File: config.mk
export PLATFORM = sky130hd
export DESIGN_NAME = cache_miss_controller
export DESIGN_NICKNAME = d
export VERILOG_FILES = /design/src/rtl/cache_miss_controller.sv
export SDC_FILE = /design/constraint.sdc
export NUM_CORES = 1
export LEC_CHECK = 0
export BUFFER_PORTS_ARGS = -buffer_cell sky130_fd_sc_hd__buf_2
export CORE_MARGIN = 2
export CORE_UTILIZATION = 59
export CTS_BUF_LIST = sky130_fd_sc_hd__clkbuf_4
export DETAILED_ROUTE_END_ITERATION = 8
export PLACE_DENSITY_LB_ADDON = 0.25
export RECOVER_POWER = 50
export SYNTH_ARGS = -nofsm -noshare
export SYNTH_HDL_FRONTEND = slang
export SYNTH_SLANG_ARGS = --single-unit
File: constraint.sdc
create_clock -name clock -period 3.65 [get_ports clock]
set_clock_uncertainty 0.2 [all_clocks]
set_input_delay 0.365 -clock clock [delete_from_list [all_inputs] [get_ports clock]]
set_output_delay 0.365 -clock clock [all_outputs]
set_load 0.02 [all_outputs]
File: src/rtl/cache_miss_controller.sv
// Sequencing controller for a 4-block fully associative write-back cache.
// Holds the tag/valid/dirty/LRU directory and resolves hits locally. On a miss
// it writes back a dirty victim, then refills the victim block from memory.
module cache_miss_controller #(
    parameter int unsigned ADDR_W  = 5,
    parameter int unsigned DATA_W  = 5,
    parameter int unsigned MEM_LAT = 1
) (
    input  logic              clock,
    input  logic              reset,
    input  logic              req_valid,
    input  logic              req_write,
    input  logic [ADDR_W-1:0] req_addr,
    input  logic [DATA_W-1:0] req_wdata,
    output logic              req_ready,
    output logic              resp_valid,
    output logic [DATA_W-1:0] resp_rdata,
    output logic              resp_hit,
    output logic [1:0]        da_way,
    output logic              da_we,
    output logic [DATA_W-1:0] da_wdata,
    input  logic [DATA_W-1:0] da_rdata,
    output logic [ADDR_W-1:0] mem_addr,
    output logic              mem_we,
    output logic [DATA_W-1:0] mem_wdata,
    input  logic [DATA_W-1:0] mem_rdata,
    output logic [7:0]        hit_count,
    output logic [7:0]        miss_count
);

    typedef enum logic [2:0] {
        StIdle,
        StLookup,
        StWb,
        StFill,
        StResp
    } state_t;

    // Index of the final FILL cycle; memory data is valid in that cycle.
    localparam logic [1:0] FillLast = 2'(MEM_LAT);

    state_t              r_state;
    state_t              w_state_next;

    // Latched request
    logic                r_write;
    logic [ADDR_W-1:0]   r_addr;
    logic [DATA_W-1:0]   r_wdata;

    // Directory
    logic [3:0]          r_valid;
    logic [3:0]          r_dirty;
    logic [ADDR_W-1:0]   r_tag [4];
    logic [1:0]          r_age [4];
    logic [1:0]          r_victim;

    logic [1:0]          r_fill_cnt;
    logic [DATA_W-1:0]   r_rdata;
    logic                r_hit;
    logic [7:0]          r_hit_cnt;
    logic [7:0]          r_miss_cnt;

    logic                w_hit;
    logic [1:0]          w_hit_way;
    logic [1:0]          w_victim;
    logic                w_fill_last;
    logic                w_acc_en;
    logic [1:0]          w_acc_way;
    logic [1:0]          w_age_next [4];

    assign w_fill_last = (r_fill_cnt == FillLast);

    assign resp_valid  = (r_state == StResp);
    assign resp_rdata  = r_rdata;
    assign resp_hit    = r_hit;
    assign hit_count   = r_hit_cnt;
    assign miss_count  = r_miss_cnt;

    // Tag compare against all valid ways; at most one can match.
    always_comb begin
        w_hit     = 1'b0;
        w_hit_way = 2'd0;
        for (int i = 0; i < 4; i++) begin
            if (r_valid[i] && (r_tag[i] == r_addr)) begin
                w_hit     = 1'b1;
                w_hit_way = 2'(i);
            end
        end
    end

    // Victim choice: lowest-index invalid way, otherwise the oldest (age 3) way.
    always_comb begin
        w_victim = 2'd0;
        for (int i = 0; i < 4; i++) begin
            if (r_age[i] == 2'd3) begin
                w_victim = 2'(i);
            end
        end
        for (int i = 3; i >= 0; i--) begin
            if (!r_valid[i]) begin
                w_victim = 2'(i);
            end
        end
    end

    // LRU ages: touched way becomes 0, every younger way ages by one.
    always_comb begin
        for (int i = 0; i < 4; i++) begin
            w_age_next[i] = r_age[i];
            if (w_acc_en) begin
                if (2'(i) == w_acc_way) begin
                    w_age_next[i] = 2'd0;
                end else if (r_age[i] < r_age[w_acc_way]) begin
                    w_age_next[i] = r_age[i] + 2'd1;
                end
            end
        end
    end

    // Next-state and datapath control outputs.
    always_comb begin
        w_state_next = r_state;
        req_ready    = 1'b0;
        da_way       = 2'd0;
        da_we        = 1'b0;
        da_wdata     = '0;
        mem_addr     = '0;
        mem_we       = 1'b0;
        mem_wdata    = '0;
        w_acc_en     = 1'b0;
        w_acc_way    = 2'd0;

        case (r_state)
            StIdle: begin
                req_ready = 1'b1;
                if (req_valid) begin
                    w_state_next = StLookup;
                end
            end

            StLookup: begin
                if (w_hit) begin
                    da_way    = w_hit_way;
                    w_acc_en  = 1'b1;
                    w_acc_way = w_hit_way;
                    if (r_write) begin
                        da_we    = 1'b1;
                        da_wdata = r_wdata;
                    end
                    w_state_next = StResp;
                end else if (r_valid[w_victim] && r_dirty[w_victim]) begin
                    w_state_next = StWb;
                end else begin
                    w_state_next = StFill;
                end
            end

            StWb: begin
                da_way       = r_victim;
                mem_we       = 1'b1;
                mem_addr     = r_tag[r_victim];
                mem_wdata    = da_rdata;
                w_state_next = StFill;
            end

            StFill: begin
                mem_addr = r_addr;
                if (w_fill_last) begin
                    da_way       = r_victim;
                    da_we        = 1'b1;
                    da_wdata     = r_write ? r_wdata : mem_rdata;
                    w_acc_en     = 1'b1;
                    w_acc_way    = r_victim;
                    w_state_next = StResp;
                end
            end

            StResp: begin
                w_state_next = StIdle;
            end

            default: begin
                w_state_next = StIdle;
            end
        endcase
    end

    // State register.
    always_ff @(posedge clock or posedge reset) begin
        if (reset) begin
            r_state <= StIdle;
        end else begin
            r_state <= w_state_next;
        end
    end

    // Capture the request on acceptance in IDLE.
    always_ff @(posedge clock or posedge reset) begin
        if (reset) begin
            r_write <= 1'b0;
            r_addr  <= '0;
            r_wdata <= '0;
        end else if ((r_state == StIdle) && req_valid) begin
            r_write <= req_write;
            r_addr  <= req_addr;
            r_wdata <= req_wdata;
        end
    end

    // Directory: LRU ages, dirty-on-write-hit, and block install at end of fill.
    always_ff @(posedge clock or posedge reset) begin
        if (reset) begin
            r_valid <= 4'b0;
            r_dirty <= 4'b0;
            for (int i = 0; i < 4; i++) begin
                r_tag[i] <= '0;
                r_age[i] <= 2'(i);
            end
        end else begin
            for (int i = 0; i < 4; i++) begin
                r_age[i] <= w_age_next[i];
            end
            if ((r_state == StLookup) && w_hit && r_write) begin
                r_dirty[w_hit_way] <= 1'b1;
            end
            if ((r_state == StFill) && w_fill_last) begin
                r_tag[r_victim]   <= r_addr;
                r_valid[r_victim] <= 1'b1;
                r_dirty[r_victim] <= r_write;
            end
        end
    end

    // Remember the victim chosen in LOOKUP for the WB and FILL states.
    always_ff @(posedge clock or posedge reset) begin
        if (reset) begin
            r_victim <= 2'd0;
        end else if (r_state == StLookup) begin
            r_victim <= w_victim;
        end
    end

    // Count FILL cycles so the install lands when memory data is valid.
    always_ff @(posedge clock or posedge reset) begin
        if (reset) begin
            r_fill_cnt <= 2'd0;
        end else if ((r_state == StFill) && !w_fill_last) begin
            r_fill_cnt <= r_fill_cnt + 2'd1;
        end else begin
            r_fill_cnt <= 2'd0;
        end
    end

    // Registered response payload; cleared once the RESP strobe has been shown.
    always_ff @(posedge clock or posedge reset) begin
        if (reset) begin
            r_rdata <= '0;
            r_hit   <= 1'b0;
        end else begin
            case (r_state)
                StLookup: begin
                    r_hit <= w_hit;
                    if (w_hit) begin
                        r_rdata <= r_write ? '0 : da_rdata;
                    end
                end
                StFill: begin
                    if (w_fill_last) begin
                        r_rdata <= r_write ? '0 : mem_rdata;
                    end
                end
                StResp: begin
                    r_rdata <= '0;
                    r_hit   <= 1'b0;
                end
                default: begin
                    r_rdata <= r_rdata;
                end
            endcase
        end
    end

    // Saturating hit/miss statistics, counted once per request in LOOKUP.
    always_ff @(posedge clock or posedge reset) begin
        if (reset) begin
            r_hit_cnt  <= 8'd0;
            r_miss_cnt <= 8'd0;
        end else if (r_state == StLookup) begin
            if (w_hit) begin
                if (r_hit_cnt != 8'hFF) begin
                    r_hit_cnt <= r_hit_cnt + 8'd1;
                end
            end else if (r_miss_cnt != 8'hFF) begin
                r_miss_cnt <= r_miss_cnt + 8'd1;
            end
        end
    end

endmodule

==> impl_metrics.py, run 1 <==
metrics = {
    "run_status": {
        "outcome": "finished clean",
    },
    "synthesis": {
        "yosys.cell_types.count": 63,
        "synthCells": 405,
        "syn_nets": 435,
        "synth-edff-count": 0,
        "synth.cell_area_mm2": 0.00430,
        "ys_async_sr_fraction": 1.00,
        "syn_area_per_cell_um2": 10.6,
        "ys_ff_latch": 76,
        "synth-seq-area-share": 0.444,
        "synthFlopType": "dfrtp_1",
        "yosys_warnings": 0,
    },
    "worst_hold_path": {
        "hold_class": "in2reg",
        "holdPathStages": 3,
    },
    "sta": {
        "fin_crit_sh": 0.941,
        "finalHoldViolCount": 0,
        "finalSetupViolCount": 0,
        "max-slew-margin-rel": 0.0286,
        "final-max-slew-violation-count": 0,
        "fin_ws_ns": 0.215,
        "grt_setup_unrepaired": "false",
        "fmax_mhz": 291,
        "layout_min_cycle_time_ns": 3.44,
        "setup_tns_ns": 0,
        "tightestPinTransition_ns": 1.46,
    },
    "floorplanning": {
        "num_rows": 31,
        "ioPinCount": 67,
        "die_w_um": 89.3,
        "dieHeight_um": 89.3,
        "coreArea_mm2": 0.00714,
        "start_util": 0.602,
        "die_area_mm2": 0.00798,
    },
    "route": {
        "drt_wl_total_mm": 9.26,
        "wl_per_cell_um": 15.8,
        "drc": 0,
        "first_iter_violations": 209,
        "vias": 3304,
        "antenna_left": 0,
        "drt-pass1-iter-count": 4,
        "viasPerCell": 5.66,
    },
    "worst_setup_path": {
        "required_ns": 3.08,
        "critPathLaunchType": "flop",
        "rr_endpoint": "r_age[5]",
        "path_max_fanout": 14,
        "end_kind": "output port",
        "cp.arrival_ns": 2.87,
        "r2r_setup_slack_ns": 0.57,
        "crit_start": "r_addr[3]",
        "r2r_start": "r_addr[4]",
        "r2r_cells": 8,
        "worstSetupPathType": "reg2out",
        "cp-endpoint": "da_wdata[2]",
    },
    "clock_tree": {
        "postCtsSetupBuffers": 0,
        "cts_max_path_buffers": 2,
        "tritoncts": "built",
        "post_cts_resized": 0,
        "cts_sinks": 76,
        "clk_pin_slew_worst_paths_ns": 0.14,
        "clock-root-buffer": "clkbuf_4",
        "cts-htree-levels": 3,
        "clock_latency_ns": 0.43,
        "cts-buffers-inserted": 9,
    },
    "global_route": {
        "overflow": 0,
        "grt_pass1_wl_mm": 14.7,
        "grt_pass1_vias": 3073,
        "antenna_found_initial": 0,
        "grt.total_usage": 0.245,
        "grt_max_degree": 41,
    },
    "cells_and_area": {
        "layout_commonest_cell": "dfrtp_1",
        "layout-drive-gt1-share": 0.270,
        "syn2layout_area_growth_pct": 13.2,
        "nets": 510,
        "n_antenna_cell": 0,
        "final_cell_mix": "dfrtp_1, nand2_1, buf_2",
    },
    "power": {
        "clockPowerShare": 0.119,
        "vdd_ir_drop_max_v": 0.000416,
        "pwr-share-seq": 0.419,
        "p_int_mw": 2.09,
        "swShare": 0.444,
        "power.switching_mw": 1.67,
        "cellPowerDensity_mw_per_mm2": 773,
        "p_leak_nw": 2.20,
        "pwr-share-comb": 0.462,
    },
    "placed_design": {
        "pre_cts_ws_ns": 0.619,
        "gp_congestion": 0.959,
        "dp_hpwl_mm": 6.78,
        "port_buffers": 66,
    },
    "job": {
        "maxCapViolations": 0,
    },
}
## layout make-up
class / count / area [um2]
repair buffers: 85 / 473
multi-input cells: 298 / 2200
clock buffers: 9 / 67.6
inverters: 10 / 37.5
fillers: 619 / 2270
well taps: 99 / 124
clock inverters: 7 / 52.6
flip-flops and latches: 76 / 1910
## layer usage
layer | vias up | global-route usage | routed length (um) | part of all wire
met5 | - | 0 | 0 | 0
met3 | 15 | 0.0443 | 513 | 0.055
met2 | 106 | 0.401 | 4360 | 0.47
met1 | 1583 | 0.323 | 4220 | 0.46
li1 | 1600 | - | - | -
met4 | 0 | 0.0991 | 170 | 0.018
## sequential cells by signal (all words and copies together), names as in the netlist
name	cells
resp_hit	1
miss_count	8
r_victim	2
r_write	1
resp_rdata	5
r_tag	20
r_addr	5
r_state	3
r_wdata	5
r_age	8
r_fill_cnt	2
r_dirty	4
hit_count	8
r_valid	4
## kinds of logic after synthesis
kind of cell | count (synthesis) | synth area share
flops | 76 | 0.444
xor+xnor | 34 | 0.0728
compound gates | 68 | 0.118
mux | 42 | 0.122
buf+inv | 31 | 0.0440
fa+ha+maj | 6 | 0.0175
simple gates | 148 | 0.182
## worst max-delay path, stage by stage (launching register included)
cell and delay [ns]:
dfrtp_1 0.62, xnor2_1 0.19, nand4_1 0.23, o22ai_1 0.31, o41a_1 0.59, nand3_1 0.13
o21ai_0 0.13, buf_2 0.22
## per-stage QoR
stage	hold WS, ns	std cells	util	area [um2]	power (mW)
finish	0.0483	584	0.681	4860	3.76
detailed placement	0.238	556	0.654	4660	3.33
global placement	0.226	556	0.654	4660	3.27
CTS	0.0369	584	0.687	4900	3.79
global route	0.0517	584	0.681	4860	4.03
floorplan	0.214	405	-	4300	2.89
## synth_stat cells, types with 2 or more instances
cell | instances | share of area
nand2b_1 | 4 | 0.0058
and3_2 | 3 | 0.0052
xor2_1 | 9 | 0.018
nor4_1 | 4 | 0.0058
o21ai_0 | 20 | 0.023
a31oi_1 | 2 | 0.0029
buf_2 | 2 | 0.0023
inv_1 | 10 | 0.0087
or3_1 | 2 | 0.0029
xor2_2 | 2 | 0.0076
nand4_1 | 7 | 0.010
and3_1 | 7 | 0.010
mux2i_1 | 3 | 0.0070
a21oi_1 | 9 | 0.010
mux4_2 | 5 | 0.026
a211oi_4 | 2 | 0.0093
nand3_1 | 14 | 0.016
buf_1 | 2 | 0.0017
nor3b_1 | 4 | 0.0070
o22ai_1 | 2 | 0.0029
dfstp_2 | 4 | 0.024
or2_2 | 5 | 0.0073
xnor2_1 | 23 | 0.047
nor3_1 | 13 | 0.015
a41oi_1 | 2 | 0.0041
and2_1 | 6 | 0.0087
a211oi_1 | 4 | 0.0070
a22oi_1 | 5 | 0.0087
nor2_1 | 21 | 0.018
buf_6 | 7 | 0.018
ha_1 | 6 | 0.017
a21o_1 | 2 | 0.0035
a31o_1 | 2 | 0.0041
clkbuf_1 | 7 | 0.0061
nand2_1 | 47 | 0.041
mux2_2 | 34 | 0.089
a22o_1 | 5 | 0.010
buf_4 | 2 | 0.0035
and3b_1 | 2 | 0.0041
dfrtp_1 | 72 | 0.42
## worst min path at each step
stage	startpoint	to
after global placement	r_fill_cnt[0]	r_fill_cnt[0]
after floorplan	r_fill_cnt[0]	r_fill_cnt[0]
after CTS	da_rdata[4]	resp_rdata[4]
after global routing	da_rdata[1]	resp_rdata[1]
after detailed placement	r_fill_cnt[0]	r_fill_cnt[0]
final	da_rdata[4]	resp_rdata[4]
## power by group through the flow
stage               Clock (mW)  Combinational (mW)  Sequential [mW]
floorplan                    0                1.48             1.41
global placement             0                1.71             1.57
detailed placement           0                1.75             1.58
CTS                      0.463                1.76             1.57
global route             0.493                1.90             1.64
finish                   0.448                1.74             1.57
## timing repair
| item | CTS | global route |
|---|---|---|
| endpoints found under the setup margin | 0 | 0 |
| hold buffers | 12 | 0 |
| endpoints found under the hold margin | 46 | 0 |
Power figures use the tool's default switching activity.
==> run 2: changes to the inputs <==
--- a/config.mk
+++ b/config.mk
@@ -10,7 +10,7 @@
 export CORE_UTILIZATION = 59
 export CTS_BUF_LIST = sky130_fd_sc_hd__clkbuf_4
 export DETAILED_ROUTE_END_ITERATION = 8
-export PLACE_DENSITY_LB_ADDON = 0.25
+export PLACE_DENSITY = 0.84
 export RECOVER_POWER = 50
 export SYNTH_ARGS = -nofsm -noshare
 export SYNTH_HDL_FRONTEND = slang
==> impl_metrics.py, run 2 (synthesized netlist as in run 1, its figures left out) <==
metrics = {
    "global_route": {
        "grt_max_degree": 45,
        "overflow": 0,
        "grt_pass1_vias": 3248,
        "grt.total_usage": 0.262,
        "grt_pass1_wl_mm": 15.8,
        "antenna_found_initial": 0,
    },
    "route": {
        "first_iter_violations": 265,
        "drt_wl_total_mm": 9.77,
        "antenna_left": 0,
        "drc": 0,
        "viasPerCell": 5.78,
        "vias": 3376,
        "drt-pass1-iter-count": 4,
        "wl_per_cell_um": 16.7,
    },
    "sta": {
        "finalHoldViolCount": 0,
        "max-slew-margin-rel": -0.0563,
        "tightestPinTransition_ns": 1.58,
        "final-max-slew-violation-count": 45,
        "grt_setup_unrepaired": "false",
        "fmax_mhz": 298,
        "fin_crit_sh": 0.921,
        "setup_tns_ns": 0,
        "finalSetupViolCount": 0,
        "layout_min_cycle_time_ns": 3.36,
    },
    "job": {
        "maxCapViolations": 1,
    },
    "cells_and_area": {
        "fin_util": 0.684,
        "largest_register_ffs": 20,
        "stdcell_count": 584,
        "layout_commonest_cell": "dfrtp_1",
        "layout-drive-gt1-share": 0.268,
        "final_cell_mix": "dfrtp_1, nand2_1, buf_2",
        "syn2layout_area_growth_pct": 13.7,
        "largest-register": "r_tag",
        "postLayoutCellArea_mm2": 0.00488,
        "nets": 510,
        "n_antenna_cell": 0,
    },
    "worst_setup_path": {
        "end_kind": "output port",
        "critPathLaunchType": "flop",
        "cp_slowest_cell": "dfrtp_1",
        "worstPathCellList": "xor2_2 -> nor4_4 -> and3_2 -> o41a_1 -> nand3_1 -> o21ai_0 -> buf_2",
        "max_stage_delay_ns": 0.54,
        "path_max_fanout": 14,
        "required_ns": 3.08,
        "worstSetupPathType": "reg2out",
        "cp.arrival_ns": 2.80,
    },
    "clock_tree": {
        "cts_max_path_buffers": 2,
        "clock_latency_ns": 0.43,
        "clk_pin_slew_worst_paths_ns": 0.13,
        "clock-root-buffer": "clkbuf_4",
        "cts-htree-levels": 3,
        "cts_sinks": 76,
        "cts-buffers-inserted": 9,
        "post_cts_resized": 0,
        "tritoncts": "built",
    },
    "worst_hold_path": {
        "hold_class": "in2reg",
    },
    "placed_design": {
        "port_buffers": 66,
        "post-place-cells": 556,
        "gp_congestion": 0.952,
        "dp_hpwl_mm": 7.21,
        "placed_cell_area_mm2": 0.00465,
    },
    "power": {
        "cellPowerDensity_mw_per_mm2": 790,
        "p_leak_nw": 2.21,
        "vdd_ir_drop_max_v": 0.000481,
    },
    "run_status": {
        "outcome": "finished with violations",
        "violations": "max-capacitance violations, max-slew violations",
    },
    "floorplanning": {
        "start_util": 0.602,
        "num_rows": 31,
        "dieHeight_um": 89.3,
        "die_area_mm2": 0.00798,
        "ioPinCount": 67,
        "coreArea_mm2": 0.00714,
        "die_w_um": 89.3,
    },
}
## run 2: cell count changes in the layout (fill, tap and decap cells not counted), sizes merged
cell,change
inv,+1
buf,-1
clkbuf,+2
bufinv,+1
clkinvlp,-1
clkinv,-2
## run 2: final cells by class
class                           instances  area [um2]
Clock buffer                           10        75.1
Clock inverter                          6        71.3
Fill cell                             584        2250
Inverter                               10        37.5
Multi-Input combinational cell        298        2200
Sequential cell                        76        1910
Tap cell                               99         124
Timing Repair Buffer                   85         468
## run 2: layer usage
| layer | wire, um | share of wire | vias to the layer above | GRT usage |
|---|---|---|---|---|
| li1 | - | - | 1603 | - |
| met1 | 4160 | 0.43 | 1648 | 0.349 |
| met2 | 4790 | 0.49 | 117 | 0.434 |
| met3 | 738 | 0.076 | 8 | 0.0693 |
| met4 | 86 | 0.0088 | 0 | 0.0570 |
| met5 | 0 | 0 | - | 0 |
## run 2: path summary, 6_finish.rpt
| kind | startpoint | end | slack [ns] | depth (start not counted) |
|---|---|---|---|---|
| worst max-delay path | r_addr[4] | da_wdata[3] | 0.29 | 7 |
| min in group asynchronous | reset | r_addr[2] | 0.74 | 3 |
| max in group asynchronous | reset | resp_rdata[1] | 0.85 | 4 |
| worst max register to register | r_addr[4] | r_age[5] | 0.59 | 8 |
| worst min-delay path | da_rdata[1] | resp_rdata[1] | 0.05 | 3 |
| worst min register to register | r_fill_cnt[0] | r_fill_cnt[0] | 0.26 | 1 |
## run 2: report_power, final
part	switching, mW	internal (mW)	total (mW)
logic	0.941	0.798	1.74
clock network	0.318	0.222	0.540
registers	0.437	1.14	1.58
## run 2: worst max-delay path: cells and delay by family, from the launching register on
| kind | cells | cell delay [ns] |
|---|---|---|
| xor gates and xnor gates | 1 | 0.24 |
| DFF | 1 | 0.54 |
| AOI/OAI and AO/OA | 2 | 0.59 |
| buffers and inverters | 1 | 0.21 |
| and+or+nand+nor | 3 | 0.78 |
## run 2: metrics by stage
step / hold WS [ns] / total power [mW] / setup WS [ns]
finish: 0.0510 / 3.86 / 0.290
global route: 0.0551 / 4.12 / 0.0691
CTS: 0.0351 / 3.89 / 0.282
detailed placement: 0.232 / 3.34 / 0.661
global placement: 0.234 / 3.25 / 0.765
floorplan: 0.214 / 2.89 / 0.952
## run 2: what timing repair did
action                    4_1_cts  5_1_grt
hold endpoints to repair       53        0
buffers inserted                0        0
hold buffers                   12        0
